==> config.mk <==
export PLATFORM = sky130hd
export DESIGN_NAME = flash_reader
export DESIGN_NICKNAME = d
export VERILOG_FILES = /design/src/rtl/flash_reader.sv
export SDC_FILE = /design/constraint.sdc
export NUM_CORES = 1
export LEC_CHECK = 0
export CORE_MARGIN = 3
export CORE_UTILIZATION = 30
export CTS_BUF_LIST = sky130_fd_sc_hd__clkbuf_4 sky130_fd_sc_hd__clkbuf_8
export DETAILED_ROUTE_END_ITERATION = 10
export PLACE_DENSITY_LB_ADDON = 0.2
export SYNTH_ARGS = -nofsm -noshare
export SYNTH_HDL_FRONTEND = slang
export SYNTH_SLANG_ARGS = --single-unit
==> constraint.sdc <==
create_clock -name clock -period 7.2 [get_ports clock]
set_input_delay 0.72 -clock clock [delete_from_list [all_inputs] [get_ports clock]]
set_output_delay 0.72 -clock clock [all_outputs]
set_load 0.02 [all_outputs]
==> src/rtl/flash_reader.sv <==
// rtl/flash_reader.sv - SPI flash read sequencer: CS, command, 24-bit address, then LEN data bytes.
// Define FLASH_FAST_READ_EN for fast read (0x0B) with one dummy byte before data.
module flash_reader #(
  parameter int SLOT = 20,
  parameter int CSW  = 2,
  parameter int LW   = 16
) (
  input  logic          clock,
  input  logic          reset,
  input  logic          ce,
  input  logic          start,
  input  logic [23:0]   addr,
  input  logic [LW-1:0] len,
  output logic          busy,
  output logic          done,
  output logic          dv,
  output logic [7:0]    q,
  output logic          fshCs,
  output logic          spiTx,
  output logic          spiRx,
  output logic [7:0]    spiD,
  input  logic [7:0]    spiQ
);

  localparam int TMAX = (SLOT > CSW) ? SLOT : CSW;
  localparam int TW   = $clog2(TMAX);

`ifdef FLASH_FAST_READ_EN
  typedef enum logic [3:0] {IDLE, CSLO, CMD, A2, A1, A0, DUMMY, DATA, CSHI} stateT;
  localparam logic [7:0] READ_CMD = 8'h0B;
`else
  typedef enum logic [3:0] {IDLE, CSLO, CMD, A2, A1, A0, DATA, CSHI} stateT;
  localparam logic [7:0] READ_CMD = 8'h03;
`endif

  stateT         state, stateNext;
  logic [TW-1:0] timer, timerNext;
  logic [LW-1:0] byteCnt, cntNext, cntInc;
  logic [23:0]   addrR;
  logic [LW-1:0] lenR;
  logic          slotEnd, csloEnd, finishing, capture;

  assign slotEnd   = (timer == TW'(SLOT - 1));
  assign csloEnd   = (timer == TW'(CSW - 1));
  assign cntInc    = byteCnt + LW'(1);
  assign finishing = (stateNext == CSHI) && (state != CSHI);
  assign capture   = ce && (state == DATA) && slotEnd;

  always_comb begin
    stateNext = state;
    timerNext = timer;
    cntNext   = byteCnt;
    if (ce) begin
      case (state)
        IDLE, CSHI: begin
          timerNext = '0;
          cntNext   = '0;
          stateNext = busy ? CSLO : IDLE;
        end
        CSLO: begin
          timerNext = csloEnd ? '0 : timer + TW'(1);
          if (csloEnd) stateNext = CMD;
        end
        CMD, A2, A1: begin
          timerNext = slotEnd ? '0 : timer + TW'(1);
          if (slotEnd) stateNext = (state == CMD) ? A2 : (state == A2) ? A1 : A0;
        end
`ifdef FLASH_FAST_READ_EN
        A0: begin
          timerNext = slotEnd ? '0 : timer + TW'(1);
          if (slotEnd) stateNext = DUMMY;
        end
        DUMMY: begin
          timerNext = slotEnd ? '0 : timer + TW'(1);
          if (slotEnd) stateNext = (lenR == '0) ? CSHI : DATA;
        end
`else
        A0: begin
          timerNext = slotEnd ? '0 : timer + TW'(1);
          if (slotEnd) stateNext = (lenR == '0) ? CSHI : DATA;
        end
`endif
        DATA: begin
          timerNext = slotEnd ? '0 : timer + TW'(1);
          if (slotEnd) begin
            cntNext = cntInc;
            if (cntInc == lenR) stateNext = CSHI;
          end
        end
        default: stateNext = IDLE;
      endcase
    end
  end

  // Bus-facing outputs decode straight from state so a reset drops CS on the same edge
  always_comb begin
    fshCs = 1'b0;
    spiTx = 1'b0;
    spiRx = 1'b0;
    spiD  = 8'h00;
    case (state)
      IDLE, CSHI: fshCs = 1'b1;
      CMD: begin spiD = READ_CMD;     spiTx = (timer == '0); end
      A2:  begin spiD = addrR[23:16]; spiTx = (timer == '0); end
      A1:  begin spiD = addrR[15:8];  spiTx = (timer == '0); end
      A0:  begin spiD = addrR[7:0];   spiTx = (timer == '0); end
`ifdef FLASH_FAST_READ_EN
      DUMMY: spiTx = (timer == '0);
`endif
      DATA: spiRx = (timer == '0);
      default: fshCs = 1'b0;
    endcase
  end

  always_ff @(posedge clock) begin
    if (reset) begin
      state   <= IDLE;
      timer   <= '0;
      byteCnt <= '0;
      busy    <= 1'b0;
      done    <= 1'b0;
      dv      <= 1'b0;
      q       <= 8'h00;
      addrR   <= '0;
      lenR    <= '0;
    end else begin
      state   <= stateNext;
      timer   <= timerNext;
      byteCnt <= cntNext;
      done    <= finishing;
      dv      <= capture;
      if (capture) q <= spiQ;
      // A start arriving while busy (including on the done edge) is dropped
      if (start && !busy) begin
        busy  <= 1'b1;
        addrR <= addr;
        lenR  <= len;
      end else if (finishing) begin
        busy  <= 1'b0;
      end
    end
  end

endmodule
==> results by stage, run 1 <==
Run status:
- The flow ran to the end, and the final reports show no timing, DRC or antenna violations.

Critical path:
- The classification of the worst setup path is reg2out.
- Counting both buffers and inverters, the worst setup path holds a total of 2.
- Setup slack on the worst reg-to-reg path comes out at 4.41 ns.
- STA classifies the critical path endpoint as a primary output.
- On the worst path, the slowest cell contributes a delay of 0.67 ns.
- At the worst endpoint, the required time is 6.48 ns.
- The signal on the critical path passes through nand2b_1, nor3_1, a222oi_1, inv_1, clkdlybuf4s50_1.
- The data arrival time of the critical path is 2.75 ns.
- The worst setup path is launched from a flop.
- The maximum fanout along the worst path is 17.
- The cell family with the largest share of critical-path delay is simple AND/OR/NAND/NOR gates.
- The worst-path cell with the longest stage delay is sky130_fd_sc_hd__dfxtp_1.

Global route:
- Entering global routing, the biggest net connects 73 pins.
- The leftover overflow at the end of global routing is 0.
- The number of global-route vias before repair came to 3486.
- The first global-routing pass estimated 17.3 mm of wire.
- In the global route stage, overall resource usage came out at between 10% and 20%.
- The number of antenna violations at the first check in global routing came to 0.

Cells and area:
- Of the cells placed in the final design, the portion with a size suffix greater than 1 is 5.15%.
- Counting the fill cells in the layout gives 1273.
- The antenna diode count is 0.
- The synthesis-to-finish area growth is 25.3%.
- The count of cells in the finished layout, fillers not included, comes to 731.
- The final layout contains 614 nets.

Timing:
- Setup total negative slack on the finished layout was measured at 0 ns.
- Setup repair after global routing left no endpoint under its margin.
- At the pin with the least slew margin, the transition time is 0.884 ns.
- Setup violations remaining at the end of the flow were counted as 0.
- The number of pins exceeding their max-slew limit in the final report is 0.
- The hold violation total from the final report was 0.
- The time the worst path needs with I/O delays and setup is between 3 and 4 ns.
- The share of the cycle needed by the critical path after routing is 48.1%.
- The clock skew after layout is 0.00889 ns.
- The timing-limited maximum frequency is around 290 MHz.
- Measured against its own limit, the worst slew margin works out to 40.9%.

Clock tree:
- The clock drives 76 sinks.
- The latest clock arrival within the worst-skew pair is 0.34 ns.
- Buffers inserted during clock tree synthesis total 9.
- CTS placed an instance of sky130_fd_sc_hd__clkbuf_8 at the clock tree root.
- The clock tree buffer depth is 2.
- TritonCTS built the clock tree.
- The number of setup buffers added after CTS is 0.
- The number of hold-repair buffers added at the cts stage is 0.
- The maximum level of the CTS H-tree is 3.
- The number of gates given a new drive strength after cts is 0.
- After clock tree synthesis, the clock-pin slew on the worst setup and hold paths is approximately 0.07 ns.

Yosys:
- After synthesis the cells add up to between 0.003 and 0.004 mm^2.
- Sorting the synthesized cells by how often they occur yields 113 x sky130_fd_sc_hd__nand2_1, 79 x sky130_fd_sc_hd__a21oi_1, 76 x sky130_fd_sc_hd__dfxtp_1.
- Counting flops with an async set or reset pin after synthesis yields a share of 0%.
- The net count after synthesis is around 560.
- Yosys mapped a number of flops with a built-in enable equal to 0.
- The average footprint of a synthesized cell is 7.58 um^2.
- The number of flip-flops and latches in the synthesized netlist is 76.
- The fraction of the yosys area taken by sequential cells is between 30% and 40%.
- Yosys attributes the largest share of cell area to sky130_fd_sc_hd__dfxtp_1 40%, sky130_fd_sc_hd__nand2_1 11%, sky130_fd_sc_hd__a21oi_1 10%.
- Counting every instance in the synthesized netlist gives 508.
- The share of the synthesized area in the top cell type is 39.5%.
- The most common flop cell mapped by yosys is sky130_fd_sc_hd__dfxtp_1.
- The cell with the most instances after synthesis is sky130_fd_sc_hd__nand2_1.
- The cell type contributing the most total cell area after synthesis is sky130_fd_sc_hd__dfxtp_1.
- The unique cell type count in the Yosys netlist is 53.
- The total number of yosys warnings is 0.

Detailed routing:
- After the first detailed-routing iteration, the DRC count stood at 317.
- For this run, the detailed router's first-pass iteration total came to 4.
- The via count normalized by instance count is 4.90.
- The total via count in the routed design is 3581.
- The final routed wirelength across all metal layers is 10.4 mm.
- The post-detailed-route count of antenna-violating nets is 0.
- The count of unresolved DRC violations after routing is 0.
- Dividing the detail-routed wire length by the instance count gives 14.3 um.

Floorplan:
- The starting density of the core is 31.4%.
- The total I/O pin count is 74.
- In this run the horizontal extent of the chip is 119 um.
- The floorplan die height is 119 um.
- The number of placement rows is 40.
- The core area is 0.0123 mm^2.
- The overall die area is 0.0142 mm^2.

Place:
- Counting tap cells, the placed design contains a total of 715 instances.
- The number of buffer cells added on primary ports is 73.
- Routability-driven placement finished with a final weighted congestion of ~0.8.
- The total half-perimeter wirelength after legalization and detailed placement is 7.35 mm.

Flow run:
- The max-capacitance violation count is 0.

Pwr:
- The static leakage is 0.00169 uW.
- IR analysis of the VDD net gives a maximum drop of 0.0844 mV.
- In this run the power density over the cells is 185 mW/mm^2.

Worst hold path:
- The worst min-delay path category is reg2reg.
power breakdown:
group / internal [uW] / switching, uW / total (uW)
Clock: 166 / 157 / 324
Combinational: 59.6 / 60.3 / 120
Sequential: 435 / 16.4 / 451
Total: 661 / 234 / 895
sequential cells by signal, summed over array words and instances, names as in the netlist:
signal and cells:
busy 1, state 4, lenR 16, dv 1, byteCnt 16, timer 5, q 8, addrR 24
done 1
per-stage QoR:
stage	util (%)	hold WS, ns	total power (uW)	setup WS [ns]	instance area [um^2]
after detailed placement	37.8	0.446	582	3.82	4630
after CTS	39.4	0.456	907	3.72	4830
after global placement	37.8	0.442	581	3.92	4630
after global routing	39.4	0.477	940	3.42	4830
after floorplan	-	0.433	525	4.73	3850
final	39.4	0.454	895	3.73	4830
logic make-up (layout without fill, tap and decap cells):
logic type / count (synthesis) / in the layout / share of synthesized area [%]
AO/OA/AOI/OAI: 125 / 125 / 19.1
multiplexers: 2 / 2 / 0.650
adder cells (fa/ha/maj): 4 / 4 / 1.30
XOR/XNOR: 28 / 28 / 6.37
flip-flops: 76 / 76 / 39.5
buffers and inverters: 52 / 107 / 6.17
AND/OR/NAND/NOR: 221 / 221 / 26.9
routing by layer:
layer,up-vias,global-route usage (%),wire length (um)
li1,1846,-,-
met1,1616,19.6,4850
met2,104,24.1,4660
met3,15,3.75,715
met4,0,5.15,210
met5,-,0,0
worst paths after layout:
path | startpoint | to | cells after the start
worst min-delay path | q[7] | q[7] | 2
worst max register to register | timer[0] | byteCnt[3] | 6
worst min register to register | q[7] | q[7] | 2
worst max-delay path | state[2] | spiD[7] | 5
cell type report:
class                      instances  area [um^2]  area share [%]
multi-input combinational        380         2090            43.4
sequential                        76         1520            31.5
timing repair buffer              77          756            15.7
tap                              168          210            4.36
clock buffer                      11          139            2.88
clock inverter                     5         52.6            1.09
inverter                          14         52.6            1.09
worst register-to-register path, stage by stage (launching register included):
cell and delay (ns):
sky130_fd_sc_hd__dfxtp_1 0.43, sky130_fd_sc_hd__ha_1 0.26, sky130_fd_sc_hd__and4bb_1 0.41, sky130_fd_sc_hd__nor2b_4 0.25, sky130_fd_sc_hd__nand2_1 0.53, sky130_fd_sc_hd__or4_1 0.68, sky130_fd_sc_hd__a21oi_1 0.16
cell usage in the layout (no fill, tap or decap), drive strengths merged, types with 7 or more instances in the layout:
master         count
dfxtp             76
xnor2             21
clkdlybuf4s50     72
nand3              9
nor2              36
clkbuf            11
a21oi             79
o21ai             12
xor2               7
nand4              9
nand2            113
nor3              13
inv               14
No activity file was read; power rests on OpenSTA's default activity.
==> run 2: changes to the inputs <==
- clock period: 7.2 -> 3 ns (I/O delays scaled with it)
==> results by stage, run 2 (synthesis gave the netlist of run 1 again) <==
Run status:
- Result of the run: finished clean (unchanged).

Cells and area:
- The synthesis-to-finish area growth came to 27.9% (was 25.3%).
- Most frequent cells in the layout: 113 x sky130_fd_sc_hd__nand2_1, 79 x sky130_fd_sc_hd__a21oi_1, 76 x sky130_fd_sc_hd__dfxtp_1 (unchanged).
- The count of non-filler cells in the finished layout is 738 (was 731).
- The share of post-route cells with drive strength above 1 is 6.49% (was 5.15%).
- Largest registers: addrR (24), byteCnt (16), lenR (16) (unchanged).
- The flip-flop count of the largest register after layout is 24 (unchanged).
- The area used by sequential logic in the layout was 0.00152 mm^2 (unchanged).
- The net count reported at finish is 621 (was 614).
- The antenna diode count came to 0 (unchanged).
- The largest register by flop count is addrR (unchanged).
- The commonest non-fill, non-tap cell in the layout is sky130_fd_sc_hd__nand2_1 (unchanged).
- The area of combinational cells with multiple inputs is 0.00210 mm^2 (was 0.00209 mm^2).
- The filler cell count is 1295 (was 1273).

Timing:
- Dividing the final minimum period by the clock period gives 91.9%.
- The clock skew after layout is 0.0103 ns (was 0.00889 ns).
- The timing-limited maximum frequency is 363 MHz.
- The number of pins exceeding their max-slew limit in the final report was 0 (unchanged).
- The relative slew slack was 41.7% (was 40.9%).
- The total negative slack for setup checks is 0 ns (unchanged).
- The total setup violations reported at the end of the flow was 0 (unchanged).
- The pin slew with the least headroom to its limit is 0.874 ns (was 0.884 ns).
- RSZ-0062 raised after global routing: false (unchanged).
- The hold violation total from the final report is 0 (unchanged).
- The worst path in the final design needs a cycle of 2.76 ns, including I/O delays and setup.

Detailed routing:
- The total iterations of the first detailed-routing run is 6 (was 4).
- The via count normalized by instance count is 4.96 (was 4.90).
- The final routed wirelength across all metal layers is 10.6 mm (was 10.4 mm).
- The post-detailed-route count of antenna-violating nets is 0 (unchanged).
- The starting DRC count in detailed routing came to 233 (was 317).
- The wire length per cell after detailed routing is 14.4 um (was 14.3 um).
- The total via count in the routed design is 3664 (was 3581).
- The count of unresolved DRC violations after routing is 0 (unchanged).

Pwr:
- The internal power consumption is 1660 uW (was 661 uW).
- The power density over cell area is 459 mW/mm^2 (was 185 mW/mm^2).
- The worst vdd rail ir drop is 0.259 mV (was 0.0844 mV).
- The portion of total power attributed to combinational logic is 13.1% (was 13.4%).
- The fraction of power spent switching nets was 26.4% (was 26.1%).
- The power share of the sequential group is 47.9% (was 50.4%).
- The static leakage is 0.00174 uW (was 0.00169 uW).
- The clock network fraction of total power is 39.0% (was 36.2%).
- The total net switching power is 596 uW (was 234 uW).

Clock tree:
- The clock tree buffer depth came to 2 (unchanged).
- The number of gates given a new drive strength after cts came to 0 (unchanged).
- The root buffer cell is sky130_fd_sc_hd__clkbuf_8 (unchanged).
- The clock tree from TritonCTS is yes (unchanged).
- The latest clock arrival within the worst-skew pair was 0.36 ns (was 0.34 ns).
- The TritonCTS buffer count is 9 (unchanged).
- The number of hold-repair buffers added at the cts stage was 0 (unchanged).
- The number of setup buffers added after CTS is 0 (unchanged).
- The clock sink count is 76 (unchanged).
- The maximum level of the CTS H-tree is 3 (unchanged).
- The clock transition at the registers of the reported paths came to 0.09 ns (was 0.07 ns).

Worst hold path:
- The worst min-delay path category is reg2reg (unchanged).
- The number of stages on the worst hold path is 2 (unchanged).

Floorplan:
- The number of placement rows is 40 (unchanged).
- The total I/O pin count was 74 (unchanged).
- The horizontal die dimension came to 119 um (unchanged).
- The overall die area came to 0.0142 mm^2 (unchanged).
- The starting density of the core came to 31.4% (unchanged).
- The core area is 0.0123 mm^2 (unchanged).
- The floorplan die height is 119 um (unchanged).

Global route:
- The wire length of the first global-routing pass was 17.9 mm (was 17.3 mm).
- The largest net degree at the start of global routing is 47 (was 73).
- The global routing usage on met1 is 19.5% (was 19.6%).
- The number of global-route vias before repair is 3650 (was 3486).
- The met3 usage in global routing came to 5.03% (was 3.75%).
- The leftover overflow at the end of global routing came to 0 (unchanged).
- The global-route usage over all layers is 15.4% (was 15.0%).
- The busiest layer in global routing was met2 (unchanged).
- The global routing met2 resource utilization was 25.3% (was 24.1%).
- The number of antenna violations at the first check in global routing is 0 (unchanged).

Flow run:
- The max-capacitance violation count is 0 (unchanged).

Critical path:
- The required time of the worst setup path is 2.70 ns (was 6.48 ns).
- The length in cells of the worst reg-to-reg path came to 8 (was 6).
- The classification of the worst setup path is reg2out (unchanged).
- The data arrival time of the critical path is 2.46 ns (was 2.75 ns).
- The category of the worst setup path launch point is a flop (unchanged).
- The maximum fanout along the worst path is 17 (unchanged).
- The type of destination of the critical path is a primary output (unchanged).

Place:
- The total half-perimeter wirelength after legalization and detailed placement is 7.69 mm (was 7.35 mm).
- The total instance count after detailed placement is 722 (was 715).
- The number of buffer cells added on primary ports is 73 (unchanged).
- The routability-driven placement congestion ratio was 0.820 (was 0.815).
run 2: cell count changes in the layout (fill, tap and decap cells not counted):
cell and change:
sky130_fd_sc_hd__buf_12 +1, sky130_fd_sc_hd__buf_4 +6, sky130_fd_sc_hd__inv_6 +1, sky130_fd_sc_hd__clkbuf_4 -2
sky130_fd_sc_hd__nor2_1 -1, sky130_fd_sc_hd__nor2_2 +1, sky130_fd_sc_hd__clkinv_2 -2, sky130_fd_sc_hd__bufinv_16 +1
sky130_fd_sc_hd__clkinv_4 +2
run 2: area by class of cell:
class                   instances  area share [%]
inverters                      14            1.07
multi-input cells             380            42.6
clock inverters                 7            2.01
well taps                     168            4.27
repair buffers                 84            16.7
flip-flops and latches         76            30.9
clock buffers                   9            2.52
run 2: metal layers:
metal  routed length (um)  up-vias
li1                     -     1865
met1                 4790     1674
met2                 4970      113
met3                  724       12
met4                  153        0
met5                    0        -
run 2: metrics by stage:
stage	area, um^2	util (%)	hold WS, ns	total power [uW]	worst slack (ns)
global route	4920	40.2	0.470	2370	0.0817
CTS	4920	40.1	0.459	2290	0.101
floorplan	3850	-	0.433	1260	0.533
finish	4920	40.2	0.456	2260	0.242
detailed placement	4700	38.3	0.447	1400	0.318
global placement	4700	38.3	0.441	1400	0.356
run 2: worst max-delay path, stage by stage, from the launching register on:
cell                              delay, ns
sky130_fd_sc_hd__dfxtp_1               0.70
sky130_fd_sc_hd__inv_1                 0.13
sky130_fd_sc_hd__nor3_1                0.28
sky130_fd_sc_hd__a21boi_0              0.13
sky130_fd_sc_hd__o21ai_0               0.19
sky130_fd_sc_hd__clkdlybuf4s50_1       0.66
run 2: final timing paths:
kind              startpoint       to  slack, ns
setup / recovery    state[2]  spiD[1]       0.24
hold / removal          q[6]     q[6]       0.46
setup reg to reg  byteCnt[0]     busy       0.29
hold reg to reg         q[6]     q[6]       0.46
run 2: power by group through the flow:
stage	clock [uW]	sequential, uW	combinational (uW)
after floorplan	0	1090	172
after global placement	0	1110	297
after detailed placement	0	1110	296
after CTS	909	1080	299
after global routing	951	1090	330
final	882	1080	295
==> run 3: changes to the inputs <==
- TNS_END_PERCENT: default -> 50
==> results of run 3 <==
Same layout as run 2: the final DEF is identical, and so are final timing and power.
